## src/rtl/pkt_wr_ctrl_if.sv

```systemverilog
// Bundles the bus signals around pkt_wr_ctrl. Clock and reset stay plain
// ports on the module.
//   Avalon-ST sink  : st_data, st_valid, st_sop, st_eop, st_empty, st_ready
//   Avalon-MM write : address, writedata, write, waitrequest
//   Reader handoff  : rd_ctrl, rd_ctrl_rdy, pkt_begin, pkt_end, control
//   Status          : drop_cnt
// The master modport is the controller's view. The slave modport is the
// view of the environment (MAC, buffer memory and reader).
interface pkt_wr_ctrl_if;
    logic [31:0] st_data;
    logic        st_valid;
    logic        st_sop;
    logic        st_eop;
    logic [1:0]  st_empty;
    logic        st_ready;
    logic [31:0] address;
    logic [31:0] writedata;
    logic        write;
    logic        waitrequest;
    logic        rd_ctrl;
    logic        rd_ctrl_rdy;
    logic [31:0] pkt_begin;
    logic [31:0] pkt_end;
    logic [31:0] control;
    logic [15:0] drop_cnt;

    modport master (
        input  st_data, st_valid, st_sop, st_eop, st_empty, waitrequest, rd_ctrl_rdy,
        output st_ready, address, writedata, write, rd_ctrl, pkt_begin, pkt_end,
               control, drop_cnt
    );

    modport slave (
        output st_data, st_valid, st_sop, st_eop, st_empty, waitrequest, rd_ctrl_rdy,
        input  st_ready, address, writedata, write, rd_ctrl, pkt_begin, pkt_end,
               control, drop_cnt
    );
endinterface

```

## src/rtl/pkt_wr_ctrl.sv

```systemverilog
// pkt_wr_ctrl: captures one Ethernet frame at a time from an Avalon-ST source.
// Each frame is written word by word into a packet buffer through an Avalon-MM
// write master. The buffered packet is then handed to rd_ctrl and held until
// rd_ctrl_rdy is seen. Frames that arrive during the hold are dropped and
// counted.
// Ports:
//   clk   - system clock
//   reset - asynchronous, active-low reset
//   bus   - pkt_wr_ctrl_if.master (stream sink, MM write master, reader
//           handoff, drop counter)
//
// state    | meaning
// ---------+-----------------------------------------------------------
// IDLE     | waiting for a sop beat; non-sop beats are discarded
// CAPTURE  | writing frame words; words beyond MAX_WORDS are discarded
// FLUSH    | stream stalled until the last buffer write has completed
// HANDOFF  | rd_ctrl held high; all incoming beats are discarded
module pkt_wr_ctrl #(
    parameter logic [31:0] BUF_BASE  = 32'h0000_0000,
    parameter int          MAX_WORDS = 512
) (
    input  logic          clk,
    input  logic          reset,
    pkt_wr_ctrl_if.master bus
);
    localparam int              CW        = $clog2(MAX_WORDS) + 1;
    localparam logic [CW-1:0]   MAX_CNT   = CW'(MAX_WORDS);
    localparam logic [15:0]     MAX_BYTES = 16'(MAX_WORDS * 4);

    if (MAX_WORDS < 1 || MAX_WORDS * 4 > 65535) begin : g_bad_max_words
        $error("pkt_wr_ctrl: MAX_WORDS must be in 1..16383");
    end

    typedef enum logic [1:0] {S_IDLE, S_CAPTURE, S_FLUSH, S_HANDOFF} state_t;

    state_t        state, state_nxt;
    logic          armed;
    logic          st_ready_c;
    logic          accept;
    logic          full;
    logic [CW-1:0] wcnt;
    logic          trunc;
    logic          err;
    logic [15:0]   len;
    logic [31:0]   wcnt_addr;
    logic [15:0]   wcnt_bytes;

    assign accept     = bus.st_valid && st_ready_c;
    assign full       = (wcnt == MAX_CNT);
    assign wcnt_addr  = BUF_BASE + 32'({wcnt, 2'b00});
    assign wcnt_bytes = 16'({wcnt, 2'b00});
    assign bus.st_ready = st_ready_c;

    always_ff @(posedge clk or negedge reset) begin
        if (!reset) state <= S_IDLE;
        else        state <= state_nxt;
    end

    always_comb begin
        state_nxt = state;
        case (state)
            S_IDLE:    if (accept && bus.st_sop) state_nxt = bus.st_eop ? S_FLUSH : S_CAPTURE;
            S_CAPTURE: if (accept && (bus.st_sop || bus.st_eop)) state_nxt = S_FLUSH;
            S_FLUSH:   if (!bus.write) state_nxt = S_HANDOFF;
            S_HANDOFF: if (bus.rd_ctrl_rdy) state_nxt = S_IDLE;
            default:   state_nxt = S_IDLE;
        endcase
    end

    // The ready gate lets a new beat land on the same edge that a stalled
    // write retires. That edge reloads the write register, so the stream
    // keeps one word per cycle.
    always_comb begin
        st_ready_c = 1'b0;
        case (state)
            S_IDLE, S_CAPTURE: st_ready_c = armed && !(bus.write && bus.waitrequest);
            S_HANDOFF:         st_ready_c = 1'b1;
            default:           st_ready_c = 1'b0;
        endcase
    end

    always_ff @(posedge clk or negedge reset) begin
        if (!reset) begin
            armed         <= 1'b0;
            bus.write     <= 1'b0;
            bus.address   <= BUF_BASE;
            bus.writedata <= 32'd0;
            bus.rd_ctrl   <= 1'b0;
            bus.pkt_begin <= BUF_BASE;
            bus.pkt_end   <= BUF_BASE;
            bus.control   <= 32'd0;
            bus.drop_cnt  <= 16'd0;
            wcnt          <= '0;
            trunc         <= 1'b0;
            err           <= 1'b0;
            len           <= 16'd0;
        end else begin
            armed <= 1'b1;
            if (bus.write && !bus.waitrequest) bus.write <= 1'b0;
            case (state)
                S_IDLE: begin
                    if (accept && bus.st_sop) begin
                        bus.write     <= 1'b1;
                        bus.address   <= BUF_BASE;
                        bus.writedata <= bus.st_data;
                        wcnt          <= CW'(1);
                        trunc         <= 1'b0;
                        err           <= 1'b0;
                        len           <= 16'd4 - 16'(bus.st_empty);
                    end
                end
                S_CAPTURE: begin
                    if (accept) begin
                        if (bus.st_sop) begin
                            // A new frame started before eop. Close the
                            // current frame as an error and drop the new one.
                            err <= 1'b1;
                            len <= wcnt_bytes;
                            if (bus.drop_cnt != 16'hFFFF) bus.drop_cnt <= bus.drop_cnt + 16'd1;
                        end else begin
                            if (!full) begin
                                bus.write     <= 1'b1;
                                bus.address   <= wcnt_addr;
                                bus.writedata <= bus.st_data;
                                wcnt          <= wcnt + CW'(1);
                            end else begin
                                trunc <= 1'b1;
                            end
                            if (bus.st_eop) begin
                                if (trunc || full) len <= MAX_BYTES;
                                else               len <= wcnt_bytes + 16'd4 - 16'(bus.st_empty);
                            end
                        end
                    end
                end
                S_FLUSH: begin
                    if (!bus.write) begin
                        bus.pkt_begin <= BUF_BASE;
                        bus.pkt_end   <= wcnt_addr;
                        bus.control   <= {14'd0, err, trunc, len};
                        bus.rd_ctrl   <= 1'b1;
                    end
                end
                S_HANDOFF: begin
                    if (accept && bus.st_sop && bus.drop_cnt != 16'hFFFF)
                        bus.drop_cnt <= bus.drop_cnt + 16'd1;
                    if (bus.rd_ctrl_rdy) bus.rd_ctrl <= 1'b0;
                end
                default: ;
            endcase
        end
    end
endmodule

```

## src/flat_wrapper.sv

```systemverilog
// flat-port wrapper written by rule: the top's interface ports become plain ports
module pkt_wr_ctrl_flat 
#(
    parameter logic [31:0] BUF_BASE  = 32'h0000_0000,
    parameter int          MAX_WORDS = 512
)
  (clk, reset, bus_st_data, bus_st_valid, bus_st_sop, bus_st_eop, bus_st_empty, bus_waitrequest, bus_rd_ctrl_rdy, bus_st_ready, bus_address, bus_writedata, bus_write, bus_rd_ctrl, bus_pkt_begin, bus_pkt_end, bus_control, bus_drop_cnt);
  pkt_wr_ctrl_if bus_i ();
  input  logic clk;
  input  logic reset;
  input wire logic [$bits(bus_i.st_data)-1:0] bus_st_data;
  input wire logic [$bits(bus_i.st_valid)-1:0] bus_st_valid;
  input wire logic [$bits(bus_i.st_sop)-1:0] bus_st_sop;
  input wire logic [$bits(bus_i.st_eop)-1:0] bus_st_eop;
  input wire logic [$bits(bus_i.st_empty)-1:0] bus_st_empty;
  input wire logic [$bits(bus_i.waitrequest)-1:0] bus_waitrequest;
  input wire logic [$bits(bus_i.rd_ctrl_rdy)-1:0] bus_rd_ctrl_rdy;
  output wire logic [$bits(bus_i.st_ready)-1:0] bus_st_ready;
  output wire logic [$bits(bus_i.address)-1:0] bus_address;
  output wire logic [$bits(bus_i.writedata)-1:0] bus_writedata;
  output wire logic [$bits(bus_i.write)-1:0] bus_write;
  output wire logic [$bits(bus_i.rd_ctrl)-1:0] bus_rd_ctrl;
  output wire logic [$bits(bus_i.pkt_begin)-1:0] bus_pkt_begin;
  output wire logic [$bits(bus_i.pkt_end)-1:0] bus_pkt_end;
  output wire logic [$bits(bus_i.control)-1:0] bus_control;
  output wire logic [$bits(bus_i.drop_cnt)-1:0] bus_drop_cnt;
  assign bus_i.st_data = bus_st_data;
  assign bus_i.st_valid = bus_st_valid;
  assign bus_i.st_sop = bus_st_sop;
  assign bus_i.st_eop = bus_st_eop;
  assign bus_i.st_empty = bus_st_empty;
  assign bus_i.waitrequest = bus_waitrequest;
  assign bus_i.rd_ctrl_rdy = bus_rd_ctrl_rdy;
  assign bus_st_ready = bus_i.st_ready;
  assign bus_address = bus_i.address;
  assign bus_writedata = bus_i.writedata;
  assign bus_write = bus_i.write;
  assign bus_rd_ctrl = bus_i.rd_ctrl;
  assign bus_pkt_begin = bus_i.pkt_begin;
  assign bus_pkt_end = bus_i.pkt_end;
  assign bus_control = bus_i.control;
  assign bus_drop_cnt = bus_i.drop_cnt;
  pkt_wr_ctrl #(.BUF_BASE(BUF_BASE), .MAX_WORDS(MAX_WORDS)) u_core (.clk(clk), .reset(reset), .bus(bus_i));
endmodule
```

## config.mk

```make
export PLATFORM = sky130hd
export DESIGN_NAME = pkt_wr_ctrl_flat
export DESIGN_NICKNAME = d
export VERILOG_FILES = /design/src/rtl/pkt_wr_ctrl_if.sv /design/src/rtl/pkt_wr_ctrl.sv /design/src/flat_wrapper.sv
export SDC_FILE = /design/constraint.sdc
export NUM_CORES = 1
export LEC_CHECK = 0
export CAP_MARGIN = 30
export CORE_MARGIN = 2
export CORE_UTILIZATION = 45
export DETAILED_ROUTE_END_ITERATION = 10
export GPL_ROUTABILITY_DRIVEN = 0
export MAX_ROUTING_LAYER = met4
export PLACE_DENSITY = 0.8
export SETUP_SLACK_MARGIN = 0.02
export SLEW_MARGIN = 0
export SYNTH_ARGS = -nofsm -noshare
export SYNTH_HDL_FRONTEND = slang
export SYNTH_SLANG_ARGS = --single-unit
export TNS_END_PERCENT = 5
```

## constraint.sdc

```tcl
create_clock -name clk -period 2.7 [get_ports clk]
set_input_delay 0.405 -clock clk [delete_from_list [all_inputs] [get_ports clk]]
set_output_delay 0.405 -clock clk [all_outputs]
set_load 0.05 [all_outputs]
```

### Word-level counts from Yosys, hierarchy flattened

Index checks and enable logic that the tools add are counted.

| storage, ports and cells | value |
|---|---|
| output and inout bits | 179 |
| input port bits | 41 |
| logic and storage cells | 110 |
| bits in registers | 141 |

| operators by class | value |
|---|---|
| add/subtract/negate cells | 5 |
| bitwise operators | 1 |
| reductions and logical operators | 24 |
| muxes and demuxes | 50 |
| equal/unequal tests | 17 |

Operator list:

| operator | number |
|---|---|
| $mux W32 | 8 |
| $mux W16 | 9 |
| $pmux W32 S2 | 2 |
| $pmux W16 S2 | 2 |
| $mux W10 | 4 |
| $pmux W10 S2 | 1 |
| $add A16 B1 Y16 const B | 1 |
| $ne A16 B16 Y1 const B | 1 |
| $sub A16 B2 Y16 | 1 |
| $reduce_and A5 Y1 | 3 |
| $add A12 B3 Y13 const B | 1 |
| $mux W1 | 13 |
| $ne A2 B1 Y1 const B | 6 |
| $reduce_and A4 Y1 | 3 |
| $add A10 B1 Y10 const B | 1 |
| $eq A10 B10 Y1 const B | 1 |
| $mux W2 | 5 |
| $ne A2 B2 Y1 const B | 5 |
| $pmux W1 S2 | 5 |
| $pmux W2 S4 | 1 |
| $logic_and A1 B1 Y1 | 7 |
| $reduce_bool A2 Y1 | 3 |
| $eq A2 B2 Y1 const B | 2 |
| $sub A3 B2 Y4 const A | 1 |
| other kinds (9) | 11 |

### Longest topological paths before layout

Gate-level depths: netlist of run 1.

| depth | value |
|---|---|
| depth in word-level cells | 9 |
| gate-level depth with buffers | 11 |
| gate-level depth less buffers | 8 |

### Worst setup path after synthesis of run 1

No wires, ideal clock.

| timing path | value |
|---|---|
| path kind | register -> register |
| start | reg u_core.bus.write |
| end | reg u_core.len[8] |
| clock period less this slack | 2.229 ns |
| arrival | 2.103 ns |
| setup slack | 0.471 ns |
| cell stages (with the launch flop) | 6 |
| required time | 2.574 ns |
| library setup time | 0.126 ns |
| buffers on the path | 1 |
| cells stage by stage | dfrtp_1 -> nand2_1 -> a31o_2 -> o2111ai_1 -> clkbuf_1 -> a221o_1 |

| between the ends | value |
|---|---|
| word-level cells in the longest chain between the ends | 8 |
| elaborated cells between the ends (all ways) | 9 |
| those cells by class | eq/ne (2); mux (1); reduce/logical (6) |

RTL lines:

| item | line | source |
|---|---|---|
| start: declaration | pkt_wr_ctrl_if.sv:29 | `output st_ready, address, writedata, write, rd_ctrl, pkt_begin, pkt_end,` |
| start signal: assignment | pkt_wr_ctrl.sv:85 | `bus.write <= 1'b0;` |
| start signal: assignment | pkt_wr_ctrl.sv:99 | `if (bus.write && !bus.waitrequest) bus.write <= 1'b0;` |
| start signal: assignment | pkt_wr_ctrl.sv:103 | `bus.write <= 1'b1;` |
| $logic_and A1 B1 Y1 (*) | pkt_wr_ctrl.sv:76 | `S_IDLE, S_CAPTURE: st_ready_c = armed && !(bus.write && bus.waitrequest);` |
| $logic_not A1 Y1 (*) | pkt_wr_ctrl.sv:76 |  |
| $logic_and A1 B1 Y1 (*) | pkt_wr_ctrl.sv:76 |  |
| $pmux W1 S2 (*) | pkt_wr_ctrl.sv:75 | `case (state)` |
| via bus_st_ready | flat_wrapper.sv:18 | `output wire logic [$bits(bus_i.st_ready)-1:0] bus_st_ready;` |
| $logic_and A1 B1 Y1 (*) | pkt_wr_ctrl.sv:48 | `assign accept = bus.st_valid && st_ready_c;` |
| $logic_and A1 B1 Y1 | pkt_wr_ctrl.sv:102 | `if (accept && bus.st_sop) begin` |
| $ne A2 B1 Y1 (no line) | -- |  |
| $reduce_and A4 Y1 (no line) (*) | -- |  |
| end signal: assignment | pkt_wr_ctrl.sv:109 | `len <= 16'd4 - 16'(bus.st_empty);` |
| end signal: assignment | pkt_wr_ctrl.sv:118 | `len <= wcnt_bytes;` |
| end signal: assignment | pkt_wr_ctrl.sv:131 | `else len <= wcnt_bytes + 16'd4 - 16'(bus.st_empty);` |
| end: declaration | pkt_wr_ctrl.sv:44 | `logic [15:0] len;` |

The timed path passes the listed nets; every way through them passes the cells marked *.
A chain may end at the register's enable or synchronous reset.

### Worst setup path after layout of run 1

| timing path | value |
|---|---|
| start | reg u_core.state[0] |
| end | reg u_core.len[14] |

| between the ends | value |
|---|---|
| word-level cells in the longest chain between the ends | 7 |
| elaborated cells between the ends (all ways) | 13 |
| those cells by class | eq/ne (5); mux (2); reduce/logical (6) |

RTL lines:

| item | line | source |
|---|---|---|
| start: declaration | pkt_wr_ctrl.sv:36 | `state_t state, state_nxt;` |
| start signal: assignment | pkt_wr_ctrl.sv:56 | `else state <= state_nxt;` |
| $eq A2 B1 Y1 or $logic_not A2 Y1 (tied branches) | pkt_wr_ctrl.sv:75, pkt_wr_ctrl.sv:100 |  |
| $reduce_or A2 Y1 | pkt_wr_ctrl.sv:75 |  |
| $pmux W1 S2 | pkt_wr_ctrl.sv:75 |  |
| $logic_and A1 B1 Y1 | pkt_wr_ctrl.sv:48 |  |
| $logic_and A1 B1 Y1 | pkt_wr_ctrl.sv:102 |  |
| $ne A2 B1 Y1 (no line) | -- |  |
| $reduce_and A4 Y1 (no line) | -- |  |

Parallel ways exist; a longest one is shown, timed or not.

==> results.tsv, run 1 <==
metric	value	unit
fin_nets	851	
clockRootBuffer	clkbuf_16	
drv_slew	0	
grt_use_total	21.3	%
combPwrFrac	45.1	%
fin_tns_setup	0	ns
p_sw	3.81	mW
insertedDiodeCount	0	
syn_area	6360	um^2
seqPwrFrac	29.2	%
firstDrtPassIters	6	
start_util	46.0	%
endpoint_kind	flop	
synth_top_family_by_area	simple AND/OR/NAND/NOR gates	
grt_max_degree	56	
period_share	88.9	%
synth_cell_types	64	
ys_seq_area_share	46.9	%
syn_avg_cell_area	9.54	um^2
numCtsBuffers	17	
p_leak	3.82	nW
clk_pin_slew_worst_paths	0.05	ns
p_int	5.12	mW
run_status	finished clean	
ioPinCount	220	
clock_skew	0.00783	ns
first_iter_violations	285	
hold_class	reg2reg	
slew_headroom	61.5	%
critPathKind	reg2reg	
r2r-end	u_core.len[14]$_DFFE_PN0P_	
ant_nets	0	
cts_max_level	4	
synth_warnings	0	
clockPowerShare	25.7	%
drcViolationCount	0	
vias	4965	
grt_pass1_wl	24000	um
synth-simple-area-share	17.1	%
synthAdderAreaFrac	1.77	%
fill_cells	1194	
drt-total-wl	14800	um
fin_hold_ws	0.469	ns
synth_compound_gate_area_share	11.6	%
die_h	123	um
fmax	417	MHz
gr-total-overflow	0	
worstPathMaxFanout	19	
min_path_cells	2	
synth_mux_area_share	5.00	%
viasPerCell	4.99	
postCtsSetupBuffers	0	
first_global_vias	4782	
area_growth	28.2	%
drive_gt1_share	11.2	%
min-delay-start	u_core.bus.writedata[22]$_DFFE_PN0P_	
synth_flop_cell	dfrtp_1	
die_w	123	um
fp-row-count	43	
holdPathEnd	u_core.bus.writedata[22]$_DFFE_PN0P_	
ys_ff_latch	119	
cts_tree	built	
antenna_found_initial	0	
die_area	15100	um^2
synthCells	666	
power_density	1100	nW/um^2
worstPathRequired	3.05	ns
ir_drop	0.747	mV
ff2ff_path_depth	8	
portBuffers	129	
coreArea	13800	um^2
finalSetupViolCount	0	
synth_edf_count	0	
dp_hpwl	10500	um
clock-sinks	119	
worstMarginPinSlew	0.578	ns
cap_viol_max_count	0	
crit_arrival	2.75	ns
wl_per_cell	14.9	um
insertion_delay	0.41	ns
critPathLaunchType	flop	
r2r_setup_slack	0.30	ns
rsz0062_at_grt	no	
async_flop_share	100	%
r2r_start	u_core.state[0]$_DFFE_PN0P_	
synth_xor_area_share	3.03	%
clockBufferDepth	2	
switching_share	42.6	%
power	8.93	mW
hold_violations	0	
ctsResizeCount	0	
period_minus_slack	2.40	ns
## metal layers
metal,GRT usage (%),routed length (um),up-vias
li1,-,-,2353
met1,26.5,6150,2327
met2,32.2,7030,236
met3,6.46,1160,49
met4,8.76,442,0
met5,-,0,-
## cells in the mapped netlist, types with 3 or more instances
| master | n | area, um^2 |
|---|---|---|
| clkbuf_1 | 15 | 56.3 |
| a31oi_1 | 11 | 68.8 |
| xnor2_1 | 18 | 158 |
| o21ai_1 | 4 | 20.0 |
| nand2b_1 | 6 | 37.5 |
| nand3_1 | 14 | 70.1 |
| ha_1 | 9 | 113 |
| buf_2 | 14 | 70.1 |
| xor2_1 | 4 | 35.0 |
| a21oi_1 | 17 | 85.1 |
| nor4_1 | 4 | 25.0 |
| o22ai_1 | 3 | 18.8 |
| mux2i_1 | 7 | 70.1 |
| a21o_1 | 6 | 45.0 |
| nand4_1 | 6 | 37.5 |
| and3_1 | 10 | 62.6 |
| nor2_1 | 18 | 67.6 |
| o21ai_0 | 34 | 170 |
| inv_1 | 13 | 48.8 |
| dfrtp_1 | 119 | 2980 |
| buf_6 | 4 | 45.0 |
| nand2_1 | 147 | 552 |
| mux2_2 | 22 | 248 |
| buf_4 | 93 | 698 |
| a22o_1 | 6 | 52.6 |
| or3_1 | 3 | 18.8 |
| nor3_1 | 11 | 55.1 |
## flip-flops by register name, indices dropped and copies added, names as in the netlist
signal	count
u_core.armed	1
u_core.bus.address	10
u_core.bus.control	18
u_core.bus.drop_cnt	16
u_core.bus.pkt_end	10
u_core.bus.rd_ctrl	1
u_core.bus.write	1
u_core.bus.writedata	32
u_core.err	1
u_core.len	16
u_core.state	2
u_core.trunc	1
u_core.wcnt	10
## worst max path at each step
stage	start	to	slack, ns	depth (start not counted)
2_1_floorplan	u_core.bus.write$_DFF_PN0_	u_core.len[8]$_DFFE_PN0P_	0.47	5
3_3_place_gp	bus_st_empty[0]	u_core.len[8]$_DFFE_PN0P_	0.32	9
3_5_place_dp	bus_st_empty[0]	u_core.len[8]$_DFFE_PN0P_	0.29	9
4_1_cts	u_core.state[0]$_DFFE_PN0P_	u_core.len[14]$_DFFE_PN0P_	0.34	8
5_1_grt	u_core.wcnt[1]$_DFFE_PN0P_	u_core.len[9]$_DFFE_PN0P_	0.07	7
6_report	u_core.state[0]$_DFFE_PN0P_	u_core.len[14]$_DFFE_PN0P_	0.30	8
## worst max-delay path: stages, from the launching register on
cell and delay (ns):
dfrtp_1 0.40, inv_1 0.10, ha_1 0.34, inv_1 0.18, a21o_1 0.15, o2111ai_2 0.25
buf_4 0.31, nor4_1 0.47, a21o_1 0.14
## layout by cell type (no fill, tap or decap), types with 5 or more instances in the layout
cell,count
inv_1,13
and3_1,10
nand3_1,14
buf_4,23
nand2b_1,6
clkbuf_16,17
nand2_1,147
nand4_1,6
dfrtp_1,119
nor3_1,11
o21ai_0,34
a22o_1,6
mux2_2,22
clkbuf_1,5
a21oi_1,17
clkinv_2,5
xnor2_1,18
nor2_1,18
ha_1,9
clkdlybuf4s50_1,127
a31oi_1,11
a21o_1,6
conb_1,91
mux2i_1,7
## cells by family after synthesis
kind of cell,Yosys count
multiplexers,29
other,2
buffers and inverters,139
XOR/XNOR,22
flip-flops,119
AO/OA/AOI/OAI,110
AND/OR/NAND/NOR,236
adder cells (fa/ha/maj),9
## through the flow
stage                     util [%]  cell area, um^2  setup slack [ns]  std cells
final                         58.9             8150             0.301        994
after CTS                     58.9             8150             0.338        994
after floorplan                  -             6690             0.471        755
after global placement        54.6             7540             0.324        961
after detailed placement      54.6             7540             0.293        961
after global routing          58.9             8150            0.0701        994
## power groups by stage
stage / combinational, mW / sequential (mW) / clock, mW
final: 4.03 / 2.61 / 2.29
after global routing: 4.29 / 2.67 / 2.45
after CTS: 4.04 / 2.61 / 2.36
after detailed placement: 4.01 / 2.63 / 0
after global placement: 3.96 / 2.61 / 0
after floorplan: 1.67 / 3.81 / 0
## final cells by class
cell class                 count  area [um^2]  area share, %
clock inverter                10          153           1.87
multi-input combinational    497         2810           34.4
inverter                      13         48.8          0.599
sequential                   119         2980           36.5
timing repair buffer         153         1490           18.3
clock buffer                  22          444           5.45
tap                          180          225           2.76
## what timing repair did
| action | 4_1_cts | 5_1_grt |
|---|---|---|
| hold buffers | 1 | 0 |
| endpoints found under the setup margin | 0 | 0 |
| endpoints found under the hold margin | 30 | 0 |
No activity file was read; power rests on OpenSTA's default activity.
==> run 2, diff against run 1 <==
Settings changed: MAX_ROUTING_LAYER met4 to default.
==> results.tsv, run 2 (synthesis gave the netlist of run 1 again) <==
metric	value	unit
run_status	finished clean	
clockBufferDepth	2	
critPathKind	reg2reg	
vias	4985	
power_density	1090	nW/um^2
hold_violations	0	
grt_use_total	20.6	%
min-delay-start	u_core.bus.writedata[20]$_DFFE_PN0P_	
fin_nets	851	
start_util	46.0	%
largestRegisters	u_core.bus.writedata (32), u_core.bus.control (18)	
drt-total-wl	14800	um
fin_tns_setup	0	ns
wl_met3	1290	um
final_cells	994	
worstPathRequired	3.05	ns
endpoint_kind	flop	
die_w	123	um
wl_met2	7040	um
clockRootBuffer	clkbuf_16	
drv_slew	0	
critPathLaunchType	flop	
cp_common_cell	a21o_1	
placed_cell_area	7540	um^2
clk_pin_slew_worst_paths	0.05	ns
ant_nets	0	
stdcell_area	8150	um^2
firstDrtPassIters	6	
crit_arrival	2.74	ns
mostFrequentLayoutCell	nand2_1	
cts_max_level	4	
r2r_start	u_core.wcnt[1]$_DFFE_PN0P_	
cts_tree	built	
first_global_vias	4784	
worstMarginPinSlew	0.569	ns
slowest_stage	dfrtp_1	
period_share	88.7	%
ir_drop	0.746	mV
viasPerCell	5.02	
die_area	15100	um^2
pre_cts_ws	0.293	ns
wl_met1	6060	um
startpoint	u_core.wcnt[1]$_DFFE_PN0P_	
fp-row-count	43	
top_layer_used	met4	
rsz0062_at_grt	no	
portBuffers	129	
antenna_found_initial	0	
numCtsBuffers	17	
clock-sinks	119	
final_core_util	58.9	%
dp_hpwl	10500	um
hold_class	reg2reg	
place_inst	961	
coreArea	13800	um^2
largest_register_ffs	32	
finalSetupViolCount	0	
worstPathMaxFanout	10	
fill_cells	1194	
p_leak	3.82	nW
drcViolationCount	0	
cpPeakStageDelay	0.45	ns
drive_gt1_share	11.2	%
power	8.92	mW
cp.buffers_inverters	0	
crit_chain	ha_1 > nand3_2 > nor4b_4 > o21ai_1 > a21o_1 > nor4_1 > a21o_1	
insertion_delay	0.41	ns
grt_max_degree	56	
final_cell_mix	nand2_1, clkdlybuf4s50_1, dfrtp_1	
ctsResizeCount	0	
largest-register	u_core.bus.writedata	
wl_per_cell	14.9	um
slew_headroom	62.1	%
insertedDiodeCount	0	
fin_hold_ws	0.469	ns
grt_pass1_wl	24000	um
die_h	123	um
period_minus_slack	2.39	ns
area_growth	28.2	%
ioPinCount	220	
crit_family	simple AND/OR/NAND/NOR gates	
cap_viol_max_count	0	
fmax	418	MHz
clock_skew	0.00848	ns
gr-total-overflow	0	
finalWorstSetupSlack	0.306	ns
first_iter_violations	270	
## run 2: cell counts in the layout (fill, tap and decap cells not counted)
Identical to the previous run, type by type.
## run 2: area by class of cell
cell class | instances | area, um^2 | area share (%)
clock buffer | 22 | 444 | 5.45
sequential | 119 | 2980 | 36.5
tap | 180 | 225 | 2.76
timing repair buffer | 153 | 1490 | 18.3
multi-input combinational | 497 | 2810 | 34.4
inverter | 13 | 48.8 | 0.599
clock inverter | 10 | 153 | 1.87
## run 2: worst paths after layout
check                                                  endpoint  slack (ns)  cells past startpoint
max reg2reg                          u_core.len[14]$_DFFE_PN0P_        0.31                      7
min in group asynchronous            u_core.len[14]$_DFFE_PN0P_        0.49                      2
min reg2reg                u_core.bus.writedata[20]$_DFFE_PN0P_        0.47                      2
max                                  u_core.len[14]$_DFFE_PN0P_        0.31                      7
max in group asynchronous    u_core.bus.drop_cnt[9]$_DFFE_PN0P_        1.43                      3
min                        u_core.bus.writedata[20]$_DFFE_PN0P_        0.47                      2
## run 2: where the power goes
group          internal, mW  leakage (nW)  switching (mW)  total [mW]
sequential             2.27          1.58           0.338        2.61
clock                  1.53         0.292           0.760        2.29
combinational          1.32          1.95            2.70        4.02
## run 2: worst min-delay path: cells and delay by family (launching register included)
family / cells / cell delay [ns]
DFF: 1 / 0.34
and+or+nand+nor: 2 / 0.10
## run 2: repair_timing
action | CTS | global route
hold buffers | 1 | 0
setup endpoints to repair | 0 | 0
endpoints found under the hold margin | 30 | 0
buffers inserted | 0 | 0
## run 2: per-layer routing
layer	global-route usage, %	vias to the layer above
li1	-	2356
met1	25.7	2334
met2	32.2	245
met3	7.67	50
met4	8.84	0
met5	0	-
==> run 3, diff against run 2 <==
Settings changed: CAP_MARGIN 30 to default.
==> results of run 3 <==
Same layout as run 2: the final DEF is identical, and so are final timing and power.
